$ cat src/rtl/temporizador_regressivo_pkg.sv
// Shared types for the count-down game timer: state encoding and its width.
package temporizador_regressivo_pkg;

    localparam int unsigned ESTADO_W = 2;

    typedef enum logic [ESTADO_W-1:0] {
        ST_IDLE    = 2'b00,
        ST_RUNNING = 2'b01,
        ST_PAUSED  = 2'b10,
        ST_EXPIRED = 2'b11
    } estado_t;

endpackage

$ cat src/rtl/temporizador_regressivo_gerador_tick.sv
// Prescaler: counts 0..PRESCALE-1 while enabled and pulses tick_o on the wrap cycle.
// Holds its value while disabled, so a paused count resumes mid time unit.
module gerador_tick #(
    parameter int unsigned PRESCALE = 50
) (
    input  logic clk_i,
    input  logic rst_i,
    input  logic clear_i,
    input  logic enable_i,
    output logic tick_o
);

    localparam int unsigned PW = (PRESCALE > 1) ? $clog2(PRESCALE) : 1;
    localparam logic [PW-1:0] CNT_MAX = PW'(PRESCALE - 1);

    logic [PW-1:0] cnt_q;
    logic [PW-1:0] cnt_d;

    assign tick_o = enable_i && (cnt_q == CNT_MAX);

    always_comb begin
        cnt_d = cnt_q;
        if (clear_i) begin
            cnt_d = '0;
        end else if (enable_i) begin
            cnt_d = tick_o ? '0 : cnt_q + 1'b1;
        end
    end

    always_ff @(posedge clk_i) begin
        if (rst_i) begin
            cnt_q <= '0;
        end else begin
            cnt_q <= cnt_d;
        end
    end

endmodule

$ cat src/rtl/temporizador_regressivo.sv
// Programmable down-counting game timer with pause/resume, borrow-out level
// and a registered one-cycle expiry pulse.
module temporizador_regressivo
    import temporizador_regressivo_pkg::*;
#(
    parameter int unsigned WIDTH    = 8,
    parameter int unsigned PRESCALE = 50
) (
    input  logic                clock,
    input  logic                reset,
    input  logic                load,
    input  logic [WIDTH-1:0]    D,
    input  logic                start,
    input  logic                pause,
    output logic [WIDTH-1:0]    Q,
    output logic                rbo,
    output logic                tick,
    output logic                fim,
    output logic                running,
    output logic [ESTADO_W-1:0] estado
);

    estado_t          state_q, state_d;
    logic [WIDTH-1:0] q_q, q_d;
    logic             fim_q, fim_d;
    logic             presc_en;
    logic             presc_tick;

    // Gated here (not in the FSM process) so tick never feeds back into its own enable.
    assign presc_en = (state_q == ST_RUNNING) && !pause && !load && !reset
                      && (q_q != '0);

    gerador_tick #(
        .PRESCALE (PRESCALE)
    ) u_gerador_tick (
        .clk_i    (clock),
        .rst_i    (reset),
        .clear_i  (load),
        .enable_i (presc_en),
        .tick_o   (presc_tick)
    );

    always_comb begin
        state_d = state_q;
        q_d     = q_q;
        fim_d   = 1'b0;
        if (load) begin
            q_d     = D;
            state_d = ST_IDLE;
        end else begin
            unique case (state_q)
                ST_IDLE: begin
                    if (start && !pause && (q_q != '0)) begin
                        state_d = ST_RUNNING;
                    end
                end
                ST_RUNNING: begin
                    if (pause) begin
                        state_d = ST_PAUSED;
                    end else if (presc_tick) begin
                        q_d = q_q - 1'b1;
                        if (q_q == WIDTH'(1)) begin
                            state_d = ST_EXPIRED;
                            fim_d   = 1'b1;
                        end
                    end
                end
                ST_PAUSED: begin
                    if (start && !pause) begin
                        state_d = ST_RUNNING;
                    end
                end
                ST_EXPIRED: begin
                    state_d = ST_EXPIRED;
                end
                default: begin
                    state_d = ST_IDLE;
                end
            endcase
        end
    end

    always_ff @(posedge clock) begin
        if (reset) begin
            state_q <= ST_IDLE;
            q_q     <= '0;
            fim_q   <= 1'b0;
        end else begin
            state_q <= state_d;
            q_q     <= q_d;
            fim_q   <= fim_d;
        end
    end

    assign Q       = q_q;
    assign rbo     = (q_q == '0);
    assign tick    = presc_tick;
    assign fim     = fim_q;
    assign running = (state_q == ST_RUNNING);
    assign estado  = state_q;

endmodule

$ cat config.mk
export PLATFORM = sky130hd
export DESIGN_NAME = temporizador_regressivo
export DESIGN_NICKNAME = d
export VERILOG_FILES = /design/src/rtl/temporizador_regressivo_pkg.sv /design/src/rtl/temporizador_regressivo_gerador_tick.sv /design/src/rtl/temporizador_regressivo.sv
export SDC_FILE = /design/constraint.sdc
export NUM_CORES = 1
export LEC_CHECK = 0
export ABC_AREA = 1
export CAP_MARGIN = 20
export CORE_UTILIZATION = 44
export CTS_CLUSTER_DIAMETER = 80
export CTS_CLUSTER_SIZE = 30
export DETAILED_ROUTE_END_ITERATION = 16
export GPL_ROUTABILITY_DRIVEN = 0
export PLACE_DENSITY = 0.75
export SLEW_MARGIN = 20
export SYNTH_ARGS = -nofsm -noshare
export SYNTH_HDL_FRONTEND = slang
export SYNTH_SLANG_ARGS = --single-unit
$ cat constraint.sdc
create_clock -name clock -period 1.55 [get_ports clock]
set_input_delay 0.31 -clock clock [delete_from_list [all_inputs] [get_ports clock]]
set_output_delay 0.31 -clock clock [all_outputs]
set_load 0.005 [all_outputs]
==> summary.md <==
| Metric | Value |
|---|---|
| Total via count in the routed design | 1263 |
| Layout-stage area growth over the synthesis result | 60.5% |
| Cell taking the most area after synthesis | dfxtp_1 |
| Largest incremental delay on the critical path | 0.35 ns |
| Top cells by count, synth | 29 x nand2_1, 19 x inv_1, 19 x nor2_1 |
| Type of the worst setup path | flip-flop to output port |
| Power density normalized to cell area | 602 nW/µm² |
| 1st-pass router iterations | 4 |
| Portion of the post-synthesis area used by sequential elements | 30.3% |
| H-tree Lvls | 1 |
| CP delay by family, top | flip-flops |
| Effective utilization at floorplan | between 40% and 50% |
| Average vias per placed instance | 5.03 |
| Outcome | finished with violations |
| Final hold viol count | 0 |
| Post-detail-place hpwl | 2300 µm |
| Top area cells in the synthesized netlist | dfxtp_1 30%, nand2_1 9.7%, nand3_1 7.6%, inv_1 6.4%, nor2_1 6.4% |
| Skew-Pair Late Insertion Delay | 0.29 ns |
| GR Util All Layers | 25.4% |
| Async S/R FF share, synth | 0% |
| Routed WL per cell | 12.8 µm |
| Distinct cell type count after synthesis | 27 |
| Clock transition at the registers of the reported paths | 0.10 ns |
| End-of-flow core utilization | 78.4% |
| Type of origin of the critical path | flip-flop |
| Highest fanout seen on the critical path | 2 |
| Cells along the critical path | inv_2, ha_4, nand2_4, nor2_8, buf_6, nor2_8, nand2_8, inv_2, buf_2 |
| Post-layout nets | 241 |
| Data required time of the critical path | 1.24 ns |
| Static leakage | between 0.0008 and 0.0009 µW |
| Least-Margin Pin Slew | around 0.30 ns |
| Worst max-slew margin expressed relative to the limit | between 70% and 80% |
| Library cell used as clock root buffer | clkbuf_4 |
| Number of flops mapped to enable cells by yosys | 0 |
| Worst Clk Skew | 0.00138 ns |
| Crit path setup slack, layout | -0.163 ns |
| Post-synth top area share | 30.3% |
| Setup repair after global routing missed its margin | yes |
| Final Total Pwr | 1080 µW |
| Final std cell area, no fill | 1800 µm² |
| Worst setup EP type | output port |
| Time the worst path needs with I/O delays and setup | 1.71 ns |
| Number of nets with antenna violations after detailed routing | 0 |
| Inserted Clock Buffers | 3 |
| Worst-case vdd ir drop | about 450 µV |
| Final critical-path share of the clock period | 111% |
| Most used flip-flop cell after synthesis | dfxtp_1 |
| DRC Markers | 0 |
| Ys Warns | 0 |
| Core box area | 2300 µm² |
| Number of synthesized register bits | 17 |
| Violated checks | negative setup slack |
| Worst min path class | input pin to flip-flop |
| Width of the die | 52.5 µm |
| Pins Over Slew Limit | 0 |
| DR iter-0 viols | 29 |
| Number of placement rows | 17 |
| Layout cell share with drive strength beyond 1 | 39.0% |
| Post-DP Area | approximately 1700 µm² |
| Count of pins on the block boundary | 27 |
| Number of buffers and inverters on the critical path | 4 |
| Maximum number of pins on one net before global-route repair | 10 |
| Number of antenna violations at the first check in global routing | 0 |
| CTS tree | yes |
| Vertical extent of the die | roughly 53 µm |
| Count of clock tree sinks | 17 |
| Inserted Diodes | 0 |
| Max frequency | 584 MHz |
| Maximum root-to-sink buffer count | 2 |
| Overall die area | 2760 µm² |
| Input/output buffers | 26 |
| Sum of overflow across all layers after global routing | 0 |
| Slowest-stage cell, CP | dfxtp_2 |
| Syn Nets | 172 |
| Final number of setup-violating endpoints | 9 |
| Average cell area after synthesis | roughly 7.2 µm² |
| Via count of the first global-routing pass | 1236 |
| Maximum Capacitance Violations | 0 |
| Most numerous cell in the Yosys netlist | nand2_1 |
| Number of cells produced by synthesis | approximately 160 |
| Post-synthesis instance area | 1120 µm² |
| Global-route wire length before repair | between 5000 and 6000 µm |
| Signal arrival time at the worst endpoint | 1.40 ns |
| Total routed wirelength | 3210 µm |
-- layout by cell type (no fill, tap or decap), types with 3 or more instances in the layout --
cell,instances
inv_2,7
dfxtp_1,6
clkdlybuf4s50_1,13
nand3_4,3
nor2_8,3
xor2_1,3
o21ai_1,3
nor2_2,3
o21ai_0,8
nor2_1,18
dfxtp_2,11
inv_1,15
buf_4,38
nand2_2,3
nand3_1,15
nand2_1,27
dlygate4sd2_1,11
a21oi_1,6
clkbuf_4,3
-- logic make-up (layout without fill, tap and decap cells) --
logic type	after synthesis	count (layout)	synth area share, %
simple gates	85	85	43.1
buf+inv	24	92	8.92
compound gates	22	22	10.8
flops	17	17	30.3
fa+ha+maj	4	4	4.46
xor+xnor	3	3	2.34
-- report_power, final --
group	switching (µW)	leakage, µW	internal [µW]
sequential	11.2	0.000143	457
clock	144	0.0000150	100
combinational	180	0.000689	191
total	336	0.000847	748
-- routing by layer --
layer	GRT usage [%]	share of wire [%]	vias to the layer above
li1	-	-	639
met1	27.5	41	590
met2	47.7	54	30
met3	2.61	3.6	4
met4	13.2	1.0	0
met5	0	0	-
-- final cells by class --
type	instances	area [µm²]
multi-input cells	114	758
repair buffers	65	539
fillers	174	495
flip-flops and latches	17	354
inverters	23	88.8
well taps	28	35.0
clock buffers	4	26.3
-- repair_timing --
item / CTS / global route
hold buffers: 0 / 0
pin swaps: 9 / 7
buffers inserted: 7 / 2
gates resized for setup: 44 / 6
endpoints found under the setup margin: 20 / 15
-- state kept, by name, indices dropped and copies added (netlist names) --
name	count
estado	2
u_gerador_tick.cnt_q	6
Q	8
fim	1
-- per-stage QoR --
stage | hold WS (ns) | worst slack (ns) | instances | TNS, ns
4_1_cts | 0.558 | -0.196 | 251 | -0.397
5_1_grt | 0.598 | -0.220 | 251 | -1.13
3_5_place_dp | 0.575 | -0.620 | 242 | -5.67
6_report | 0.575 | -0.163 | 251 | -0.372
3_3_place_gp | 0.559 | -0.607 | 242 | -5.12
2_1_floorplan | 0.471 | 0.0539 | 155 | 0
-- worst min-delay path: stages --
cell,delay (ns)
dlygate4sd2_1,0.32
nor2_8,0.06
nand3_1,0.08
o31ai_1,0.06
-- worst paths after layout --
kind                                               from                       to  slack, ns  depth (start not counted)
worst max-delay path                               Q[1]                     tick      -0.16                          9
worst min-delay path                              reset  u_gerador_tick.cnt_q[1]       0.57                          4
worst max register to register                     Q[1]  u_gerador_tick.cnt_q[3]      -0.05                         10
worst min register to register  u_gerador_tick.cnt_q[0]  u_gerador_tick.cnt_q[1]       0.57                          2
Note: power is estimated with default switching activity, not from simulation.
